### src/rtl/piradip_register_to_stream_mc.sv
// Multi-channel register-to-AXI-Stream bridge: register writes feed per-channel FIFOs.
// Optional build macro PIRADIP_R2S_IRQ_EN enables the registered irq output and irq_en bits.
module piradip_register_to_stream_mc #(
  parameter int unsigned DATA_WIDTH         = 32,
  parameter int unsigned REGISTER_ADDR_BITS = 8,
  parameter int unsigned NUM_CHANNELS       = 2,
  parameter int unsigned FIFO_DEPTH         = 4,
  parameter int unsigned BASE_REGNO         = 0
) (
  input  logic                                 aclk,
  input  logic                                 aresetn,
  input  logic                                 wren,
  input  logic [REGISTER_ADDR_BITS-1:0]        wreg_no,
  input  logic [DATA_WIDTH-1:0]                wreg_data,
  input  logic [DATA_WIDTH/8-1:0]              wstrb,
  input  logic                                 rden,
  input  logic [REGISTER_ADDR_BITS-1:0]        rreg_no,
  output logic [DATA_WIDTH-1:0]                rreg_data,
  output logic [NUM_CHANNELS*DATA_WIDTH-1:0]   m_tdata,
  output logic [NUM_CHANNELS-1:0]              m_tvalid,
  output logic [NUM_CHANNELS-1:0]              m_tlast,
  input  logic [NUM_CHANNELS-1:0]              m_tready,
  output logic [NUM_CHANNELS-1:0]              push_ok,
  output logic [NUM_CHANNELS-1:0]              push_fail,
  output logic                                 irq
);

  localparam int unsigned LW = $clog2(FIFO_DEPTH + 1);
  localparam int unsigned PW = $clog2(FIFO_DEPTH);
  localparam int unsigned EW = DATA_WIDTH + 1;

  logic [EW-1:0] mem_q [NUM_CHANNELS][FIFO_DEPTH];
  logic [PW-1:0] wr_ptr_q [NUM_CHANNELS];
  logic [PW-1:0] wr_ptr_d [NUM_CHANNELS];
  logic [PW-1:0] rd_ptr_q [NUM_CHANNELS];
  logic [PW-1:0] rd_ptr_d [NUM_CHANNELS];
  logic [LW-1:0] level_q  [NUM_CHANNELS];
  logic [LW-1:0] level_d  [NUM_CHANNELS];

  logic [NUM_CHANNELS-1:0] ovf_q, ovf_d, irq_en_q, irq_en_d;
  logic [NUM_CHANNELS-1:0] push_ok_q, push_fail_q;
  logic [NUM_CHANNELS-1:0] empty, full, pop, push_req, push_last, flush, clr;
  logic [NUM_CHANNELS-1:0] accept, fail, empty_d;
  logic [DATA_WIDTH-1:0]   push_data;

  function automatic logic hit(logic [REGISTER_ADDR_BITS-1:0] a, int unsigned c,
                               int unsigned k);
    return a == REGISTER_ADDR_BITS'(BASE_REGNO + 4 * c + k);
  endfunction

  // Byte lanes without a strobe are pushed as zero.
  always_comb begin
    push_data = '0;
    for (int unsigned b = 0; b < DATA_WIDTH / 8; b++) begin
      if (wstrb[b]) push_data[8*b +: 8] = wreg_data[8*b +: 8];
    end
  end

  always_comb begin
    empty     = '0;
    full      = '0;
    pop       = '0;
    push_req  = '0;
    push_last = '0;
    flush     = '0;
    clr       = '0;
    accept    = '0;
    fail      = '0;
    empty_d   = '0;
    ovf_d     = '0;
    irq_en_d  = irq_en_q;
    for (int unsigned c = 0; c < NUM_CHANNELS; c++) begin
      wr_ptr_d[c]  = wr_ptr_q[c];
      rd_ptr_d[c]  = rd_ptr_q[c];
      level_d[c]   = level_q[c];
      empty[c]     = (level_q[c] == '0);
      full[c]      = (level_q[c] == LW'(FIFO_DEPTH));
      pop[c]       = ~empty[c] & m_tready[c];
      push_last[c] = hit(wreg_no, c, 1);
      push_req[c]  = wren & (hit(wreg_no, c, 0) | push_last[c]);
      flush[c]     = wren & hit(wreg_no, c, 2) & wstrb[3] & wreg_data[31];
      clr[c]       = rden & hit(rreg_no, c, 2);
      accept[c]    = push_req[c] & (~full[c] | pop[c]);
      fail[c]      = push_req[c] & ~accept[c];
      if (flush[c]) begin
        // Flush wins over a concurrent pop; push cannot coincide (one write per cycle).
        rd_ptr_d[c] = wr_ptr_q[c];
        level_d[c]  = '0;
      end else begin
        wr_ptr_d[c] = wr_ptr_q[c] + PW'(accept[c]);
        rd_ptr_d[c] = rd_ptr_q[c] + PW'(pop[c]);
        level_d[c]  = level_q[c] + LW'(accept[c]) - LW'(pop[c]);
      end
      empty_d[c] = (level_d[c] == '0);
      // A failed push outranks a clearing read in the same cycle.
      ovf_d[c]   = fail[c] | (ovf_q[c] & ~clr[c]);
`ifdef PIRADIP_R2S_IRQ_EN
      if (wren && hit(wreg_no, c, 2) && wstrb[0]) irq_en_d[c] = wreg_data[3];
`else
      irq_en_d[c] = 1'b0;
`endif
    end
  end

  always_ff @(posedge aclk or negedge aresetn) begin
    if (!aresetn) begin
      for (int unsigned c = 0; c < NUM_CHANNELS; c++) begin
        wr_ptr_q[c] <= '0;
        rd_ptr_q[c] <= '0;
        level_q[c]  <= '0;
      end
      ovf_q       <= '0;
      irq_en_q    <= '0;
      push_ok_q   <= '0;
      push_fail_q <= '0;
    end else begin
      for (int unsigned c = 0; c < NUM_CHANNELS; c++) begin
        wr_ptr_q[c] <= wr_ptr_d[c];
        rd_ptr_q[c] <= rd_ptr_d[c];
        level_q[c]  <= level_d[c];
      end
      ovf_q       <= ovf_d;
      irq_en_q    <= irq_en_d;
      push_ok_q   <= accept;
      push_fail_q <= fail;
    end
  end

  // Storage needs no reset: outputs are masked while a channel is empty.
  always_ff @(posedge aclk) begin
    for (int unsigned c = 0; c < NUM_CHANNELS; c++) begin
      if (accept[c]) mem_q[c][wr_ptr_q[c]] <= {push_last[c], push_data};
    end
  end

  always_comb begin
    m_tdata  = '0;
    m_tvalid = '0;
    m_tlast  = '0;
    for (int unsigned c = 0; c < NUM_CHANNELS; c++) begin
      m_tvalid[c] = ~empty[c];
      if (!empty[c]) begin
        m_tdata[c*DATA_WIDTH +: DATA_WIDTH] = mem_q[c][rd_ptr_q[c]][DATA_WIDTH-1:0];
        m_tlast[c] = mem_q[c][rd_ptr_q[c]][DATA_WIDTH];
      end
    end
  end

  always_comb begin
    rreg_data = '0;
    for (int unsigned c = 0; c < NUM_CHANNELS; c++) begin
      if (hit(rreg_no, c, 2)) begin
        rreg_data[0]      = ~full[c];
        rreg_data[1]      = empty[c];
        rreg_data[2]      = ovf_q[c];
        rreg_data[3]      = irq_en_q[c];
        rreg_data[8 +: LW] = level_q[c];
      end
    end
  end

  assign push_ok   = push_ok_q;
  assign push_fail = push_fail_q;

`ifdef PIRADIP_R2S_IRQ_EN
  logic irq_q;

  always_ff @(posedge aclk or negedge aresetn) begin
    if (!aresetn) irq_q <= 1'b0;
    else          irq_q <= |((irq_en_d & empty_d) | ovf_d);
  end

  assign irq = irq_q;
`else
  logic unused_empty_d;
  assign unused_empty_d = ^empty_d;
  assign irq = 1'b0;
`endif

endmodule

### config.mk
export PLATFORM = sky130hd
export DESIGN_NAME = piradip_register_to_stream_mc
export DESIGN_NICKNAME = d
export VERILOG_FILES = /design/src/rtl/piradip_register_to_stream_mc.sv
export SDC_FILE = /design/constraint.sdc
export NUM_CORES = 1
export LEC_CHECK = 0
export CAP_MARGIN = 40
export CORE_ASPECT_RATIO = 1.2
export CORE_MARGIN = 3
export CORE_UTILIZATION = 50
export DETAILED_ROUTE_END_ITERATION = 8
export PLACE_DENSITY = 0.74
export SYNTH_ARGS = -nofsm -noshare
export SYNTH_HDL_FRONTEND = slang
export SYNTH_SLANG_ARGS = --single-unit
export TNS_END_PERCENT = 10
### constraint.sdc
create_clock -name aclk -period 5.95 [get_ports aclk]
set_input_delay 0.595 -clock aclk [delete_from_list [all_inputs] [get_ports aclk]]
set_output_delay 0.595 -clock aclk [all_outputs]
set_load 0.1 [all_outputs]
==> reports/qor.yml, run 1 <==
place:
  dpl.hpwl_um: 16140
  port_buffers: 135
  routabilityCongestion: 0.7893
worst_setup_path:
  endpoint_kind: "output pin"
  slowest_stage: "dfrtp_2"
  critPathMaxFanout: 21
  crit_path_max_incr_delay_ns: 0.69
  crit_chain: "buf_4 -> mux4_2 -> nor2b_1 -> clkdlybuf4s50_1 -> buf_8"
  path_class: "flop to output pin"
  arrival_ns: 3.19
  crit_start: "rd_ptr_q[2]"
  startpoint_type: "flop"
  cp.required_ns: 5.36
  cpLargestDelayFamily: "buffers and inverters"
  worst-path-buf-inv: 3
  reg2reg_from: "level_q[1]"
final_layout:
  antennaDiodeCount: 0
  finalNetCount: 896
  fillers: 1400
  ff_latch_area_mm2: 0.008433
  syn_to_final_growth_pct: 32.15
  multi_input_area_mm2: 0.002944
  drive_gt1_share_pct: 25.86
synth:
  synth_commonest_cells: "edfxtp_1, nor2b_1, mux4_2, and2_1, buf_4"
  yosys.area.top_type: "edfxtp_1"
  yosys-top-cells-area: "edfxtp_1, mux4_2, dfrtp_1"
  ys_warn_count: 0
  ys_seq_elements: 284
  async_flop_share_pct: 7.042
  avgSynthCellArea_um2: 19.44
  synth_area_mm2: 0.01159
  yosysSeqAreaShare_pct: 72.73
  syn-instance-count: 596
  synth_enable_flop_cells: 264
  yosysTopAreaCellShare_pct: 68.41
  ys.flop_type: "edfxtp_1"
  synth_most_common_cell: "edfxtp_1"
  ys_types: 36
die:
  core_mm2: 0.02260
  die_w_um: 145.0
  die_h_um: 172.8
  start_util_pct: 51.28
  num_rows: 60
  io_pins: 163
  die_area_mm2: 0.02505
cts:
  htree_levels: 1
  cts_buffers: 27
  clk_path_buf_depth: 3
  cts_resized: 0
  clkSinkCount: 284
  cts_hold_buf: 0
  clkSlewWorstSetupHoldPaths_ns: 0.06
  cts_tree: "yes"
  postCtsSetupBuffers: 0
  cts-root-buf: "clkbuf_16"
  clock_latency_ns: 0.52
route:
  wl_um: 25800
  wl_per_cell_um: 22.38
  drc: 0
  num_vias: 6282
  drt-initial-drc-count: 483
  viasPerCell: 5.448
  ant_nets: 0
  firstDrtPassIters: 5
global_route:
  grt_pass1_vias: 6967
  track_usage_pct: 20.83
  grt_overflow: 0
  antenna_found_initial: 0
  grt_max_degree: 36
  grt_pass1_wl_um: 40510
sta:
  setup_viol_count_final: 0
  slew-limit-headroom_pct: 60.17
  min_period_over_period_pct: 63.68
  max_slew.worst_pin.slew_ns: 0.5929
  slew_violations: 0
  period_minus_slack_ns: 3.789
  hold_viol_final: 0
  fmax_ghz: 0.2639
  fin_skew_ns: 0.01696
  fin_setup_tns_ns: 0
  rsz0062_at_grt: "false"
hold_path:
  hold_class: "input port to async pin"
outcome:
  status: "completed"
job:
  drv_cap: 0
sequential cells by signal, indices dropped and copies added (netlist names):
| name | cells |
|---|---|
| mem_q | 264 |
| level_q | 6 |
| rd_ptr_q | 4 |
| wr_ptr_q | 4 |
| ovf_q | 2 |
| push_fail | 2 |
| push_ok | 2 |
per-stage QoR:
| step | hold slack (ns) | worst slack (ns) | util (%) | area, µm² | instances |
|---|---|---|---|---|---|
| after floorplan | 0.2994 | 1.810 | - | 11690 | 622 |
| after global placement | 0.4641 | 2.250 | 58.56 | 13230 | 1025 |
| after detailed placement | 0.4693 | 2.433 | 64.45 | 14560 | 1109 |
| after CTS | 0.3088 | 2.077 | 67.77 | 15310 | 1153 |
| after global routing | 0.3109 | 1.957 | 67.77 | 15310 | 1153 |
| final | 0.3243 | 2.161 | 67.77 | 15310 | 1153 |
per-layer routing:
metal	share of wire (%)	track usage [%]	vias to the layer above	routed length, µm
met4	2.8	7.208	0	727
met2	54	37.27	273	14040
met3	5.6	3.067	45	1454
li1	-	-	2735	-
met1	37	26.19	3229	9573
met5	0	0	-	0
kinds of logic after synthesis:
logic type | share of synthesized area (%)
compound gates | 0.7342
xor+xnor | 0.5291
fa+ha+maj | 1.209
buf+inv | 3.077
flops | 72.73
mux | 13.51
other cells | 0.03236
simple gates | 8.184
worst reg2reg max path, stage by stage, from the launching register on:
cell and delay (ns):
dfrtp_1 0.47, or4b_2 0.72, nand4_1 0.31, ha_1 0.29
inv_1 0.07, ha_1 0.15, inv_1 0.05, fa_1 0.37
xor2_1 0.16, and2_1 0.17, nor3_1 0.19
cell type report:
cell class / count / area share [%]
repair buffers: 230 / 18.06
clock inverters: 13 / 0.3922
clock buffers: 31 / 4.510
inverters: 9 / 0.2206
flip-flops and latches: 284 / 55.07
multi-input cells: 276 / 19.22
well taps: 310 / 2.533
final timing paths:
kind / to / slack [ns] / cells past startpoint
hold reg to reg: ovf_q[0] / 0.49 / 1
min in group aclk: ovf_q[0] / 0.49 / 1
max in group asynchronous: rd_ptr_q[0] / 5.19 / 2
setup reg to reg: level_q[2] / 2.91 / 10
hold / removal: wr_ptr_q[3] / 0.32 / 1
setup / recovery: m_tdata[22] / 2.16 / 5
placed cells by master, fill, tap and decap left out, drive strengths merged, types with 2 or more instances in the layout:
cell	netlist	routed
edfxtp	264	264
fa	2	2
o41ai	2	2
nor2	6	6
nor3	7	7
nor2b	73	73
clkbuf	16	31
nor4	5	5
mux2	6	6
clkinv	0	12
buf	37	95
and2	35	35
nand4	3	3
or4b	2	2
clkdlybuf4s50	0	135
mux4	66	66
conb	1	27
a22o	6	6
ha	8	8
or4	2	2
dfrtp	20	20
inv	9	10
a21o	2	2
and3	3	3
xnor2	4	4
nor3b	4	4
nand2	3	3
nand2b	3	3
xor2	3	3
Power of run 1 is left out: the tool's default activity adds up to more than one toggle a clock period on the data nets, which glitch-free logic cannot reach.
==> inputs of run 2 (changes only) <==
--- a/config.mk
+++ b/config.mk
@@ -8,9 +8,9 @@
 export CAP_MARGIN = 40
 export CORE_ASPECT_RATIO = 1.2
 export CORE_MARGIN = 3
-export CORE_UTILIZATION = 50
+export CORE_UTILIZATION = 49
 export DETAILED_ROUTE_END_ITERATION = 8
-export PLACE_DENSITY = 0.74
+export PLACE_DENSITY = 0.76
 export SYNTH_ARGS = -nofsm -noshare
 export SYNTH_HDL_FRONTEND = slang
 export SYNTH_SLANG_ARGS = --single-unit
==> constraint.sdc (replaced) <==
create_clock -name aclk -period 3.3 [get_ports aclk]
set_input_delay 0.33 -clock aclk [delete_from_list [all_inputs] [get_ports aclk]]
set_output_delay 0.33 -clock aclk [all_outputs]
set_load 0.1 [all_outputs]
==> reports/qor.yml, run 2 (synthesized netlist as in run 1, its figures left out) <==
outcome:
  status: "completed"
place:
  routabilityCongestion: 0.8219
  dpl.hpwl_um: 14630
  port_buffers: 135
  place_inst: 1040
global_route:
  grt_pass1_wl_um: 37270
  track_usage_pct: 18.89
  grt_pass1_vias: 6409
  grt_overflow: 0
  antenna_found_initial: 0
  grt_max_degree: 36
final_layout:
  largest_register_ffs: 264
  finalNetCount: 822
  drive_gt1_share_pct: 29.03
  final_common_cell: "edfxtp_1"
  antennaDiodeCount: 0
  final_cells: 1090
  final_cell_mix: "edfxtp_1, buf_4, nor2b_1"
  fillers: 1620
  syn_to_final_growth_pct: 21.44
  utilization_pct: 60.66
route:
  wl_um: 23930
  viasPerCell: 5.431
  drc: 0
  ant_nets: 0
  wl_met3_um: 1488
  wl_per_cell_um: 21.95
  top_layer: "met4"
  firstDrtPassIters: 5
  drt-initial-drc-count: 455
  route.met2.wl_um: 12680
  num_vias: 5920
  route.layer.met1.wl_um: 9301
die:
  die_w_um: 146.4
  io_pins: 163
  num_rows: 61
  core_mm2: 0.02320
  die_h_um: 174.5
  die_area_mm2: 0.02554
  start_util_pct: 49.95
worst_setup_path:
  arrival_ns: 2.58
  startpoint_type: "flop"
  cp.required_ns: 2.97
  endpoint_kind: "output pin"
  crit_start: "rd_ptr_q[0]"
  reg2reg_slack_ns: 0.44
  path_class: "flop to output pin"
  rr_worst_depth: 10
  reg2reg_from: "level_q[1]"
  critPathMaxFanout: 16
  r2r_end: "level_q[2]"
sta:
  hold_viol_final: 0
  rsz0062_at_grt: "false"
  slew-limit-headroom_pct: 38.35
  min_period_over_period_pct: 88.10
  setup_viol_count_final: 0
  fmax_ghz: 0.3440
  whs_ns: 0.02331
  period_minus_slack_ns: 2.907
  max_slew.worst_pin.slew_ns: 0.9248
  fin_skew_ns: 0.01184
  slew_violations: 0
cts:
  clock_latency_ns: 0.52
  clkSinkCount: 284
  cts_tree: "yes"
  cts_hold_buf: 0
  clkSlewWorstSetupHoldPaths_ns: 0.06
  clk_path_buf_depth: 3
  cts-root-buf: "clkbuf_16"
  postCtsSetupBuffers: 0
  htree_levels: 1
  cts_resized: 0
  cts_buffers: 27
job:
  drv_cap: 0
hold_path:
  hold_class: "input port to async pin"
[run 2: cell count changes in the layout (fill, tap and decap cells not counted), moves of 3 or more]
cell,before,now
clkbuf_8,0,5
clkinv_1,9,5
buf_8,76,4
buf_16,4,1
clkbuf_1,4,7
clkdlybuf4s50_1,135,61
buf_4,11,87
[run 2: area by class of cell]
class | count | area [µm²] | area share [%]
multi-input cells | 276 | 2944 | 20.92
inverters | 9 | 33.78 | 0.2400
clock buffers | 39 | 770.7 | 5.477
well taps | 315 | 394.1 | 2.800
repair buffers | 156 | 1411 | 10.03
clock inverters | 11 | 86.33 | 0.6134
flip-flops and latches | 284 | 8433 | 59.92
[run 2: per-stage QoR]
stage | area [µm²] | worst slack, ns | TNS (ns)
after floorplan | 11690 | -0.5750 | -98.23
after global placement | 13130 | 0.4088 | 0
after detailed placement | 13220 | 0.2993 | 0
after CTS | 14070 | 0.3337 | 0
after global routing | 14070 | 0.2448 | 0
final | 14070 | 0.3927 | 0
[run 2: critical path, cell delays in order (launching register included)]
cell	delay, ns
dfrtp_2	0.72
buf_4	0.36
mux4_2	0.53
nor2b_1	0.17
buf_4	0.26
[run 2: how the worst max path moves through the flow]
stage	endpoint	slack (ns)	cells past startpoint
4_1_cts	m_tdata[46]	0.33	4
3_3_place_gp	level_q[2]	0.41	11
2_1_floorplan	mem_q[0][33]	-0.58	3
3_5_place_dp	level_q[2]	0.30	11
5_1_grt	m_tdata[39]	0.24	4
6_report	m_tdata[46]	0.39	4
[run 2: metal layers]
layer  up-vias  GRT usage [%]
li1       2591              -
met1      3061          24.63
met5         -              0
met4         0          5.294
met3        33          2.868
met2       235          33.31
Power of run 2 is left out for the same reason.
==> inputs of run 3 (changes only) <==
--- a/config.mk
+++ b/config.mk
@@ -7,7 +7,6 @@
 export LEC_CHECK = 0
 export CAP_MARGIN = 40
 export CORE_ASPECT_RATIO = 1.2
-export CORE_MARGIN = 3
 export CORE_UTILIZATION = 49
 export DETAILED_ROUTE_END_ITERATION = 8
 export PLACE_DENSITY = 0.76
==> reports/qor.yml, run 3 (synthesized netlist as in run 1, its figures left out) <==
outcome:
  status: "completed"
final_layout:
  final_common_cell: "edfxtp_1"
  antennaDiodeCount: 0
  final_cell_mix: "edfxtp_1, buf_4, nor2b_1"
  largest_register_ffs: 264
  drive_gt1_share_pct: 29.51
  syn_to_final_growth_pct: 21.93
  finalNetCount: 824
route:
  ant_nets: 0
  viasPerCell: 5.447
  firstDrtPassIters: 4
  drt-initial-drc-count: 444
  num_vias: 5943
  drc: 0
  wl_per_cell_um: 21.83
  wl_um: 23820
sta:
  min_period_over_period_pct: 91.23
  hold_viol_final: 0
  slew_violations: 0
  max_slew.worst_pin.slew_ns: 0.6898
  fin_skew_ns: 0.008844
  fmax_ghz: 0.3322
  period_minus_slack_ns: 3.011
  rsz0062_at_grt: "false"
  setup_viol_count_final: 0
  slew-limit-headroom_pct: 54.01
  whs_ns: 0.1141
worst_setup_path:
  cp.required_ns: 2.97
  critPathMaxFanout: 15
  crit_chain: "buf_4 -> mux4_2 -> nor2b_1 -> buf_4"
  path_class: "flop to output pin"
  path_common_cell: "buf_4"
  slowest_stage: "dfrtp_2"
  arrival_ns: 2.68
  endpoint_kind: "output pin"
  crit_path_max_incr_delay_ns: 0.78
  rr_worst_depth: 10
  startpoint_type: "flop"
die:
  start_util_pct: 49.95
  die_h_um: 170.5
  io_pins: 163
  core_mm2: 0.02320
  num_rows: 61
  die_area_mm2: 0.02427
  die_w_um: 142.4
cts:
  clkSinkCount: 284
  clock_latency_ns: 0.51
  cts_buffers: 26
  postCtsSetupBuffers: 0
  clk_path_buf_depth: 3
  cts-root-buf: "clkbuf_16"
  htree_levels: 1
  cts_tree: "yes"
  cts_hold_buf: 0
  clkSlewWorstSetupHoldPaths_ns: 0.07
  cts_resized: 0
place:
  port_buffers: 135
  dpl.hpwl_um: 14350
  routabilityCongestion: 0.8013
job:
  drv_cap: 0
global_route:
  grt_pass1_vias: 6353
  grt_overflow: 0
  grt_max_degree: 36
  antenna_found_initial: 0
  grt_pass1_wl_um: 36200
  track_usage_pct: 20.30
hold_path:
  hold_class: "input port to async pin"
-- run 3: layer usage --
| layer | GRT usage (%) | vias to the layer above | routed length (µm) |
|---|---|---|---|
| met2 | 35.25 | 242 | 12250 |
| met5 | 0 | - | 0 |
| met1 | 26.75 | 3073 | 9686 |
| met4 | 6.078 | 0 | 513 |
| li1 | - | 2593 | - |
| met3 | 2.701 | 35 | 1367 |
-- run 3: layout make-up --
cell class / count / area (µm²)
multi-input cells: 276 / 2944
flip-flops and latches: 284 / 8433
inverters: 9 / 33.78
clock buffers: 31 / 690.7
repair buffers: 159 / 1471
clock inverters: 17 / 162.7
fillers: 1641 / 9072
well taps: 315 / 394.1
-- run 3: worst max-delay path: cells and delay by family (launching register included) --
kind	cells	cell delay, ns
mux	1	0.53
flops	1	0.78
simple gates	1	0.18
buf+inv	2	0.67
-- run 3: stage by stage --
stage	TNS [ns]	util, %	setup WS [ns]	cells	area, µm²
2_1_floorplan	-98.23	-	-0.5750	622	11690
3_3_place_gp	0	56.84	0.3946	1038	13190
3_5_place_dp	0	57.22	0.3154	1043	13280
4_1_cts	0	60.90	0.2265	1091	14130
5_1_grt	0	60.90	0.1376	1091	14130
6_report	0	60.90	0.2894	1091	14130
-- run 3: worst paths after layout --
| kind | slack (ns) | endpoint | startpoint |
|---|---|---|---|
| worst max-delay path | 0.29 | m_tdata[4] | rd_ptr_q[2] |
| worst min-delay path | 0.11 | wr_ptr_q[2] | aresetn |
| worst max register to register | 0.57 | level_q[2] | level_q[1] |
| worst min register to register | 0.48 | ovf_q[1] | ovf_q[1] |
| max in group asynchronous | 2.74 | rd_ptr_q[1] | aresetn |
| min in group aclk | 0.47 | ovf_q[0] | rden |
Power of run 3 is left out for the same reason.
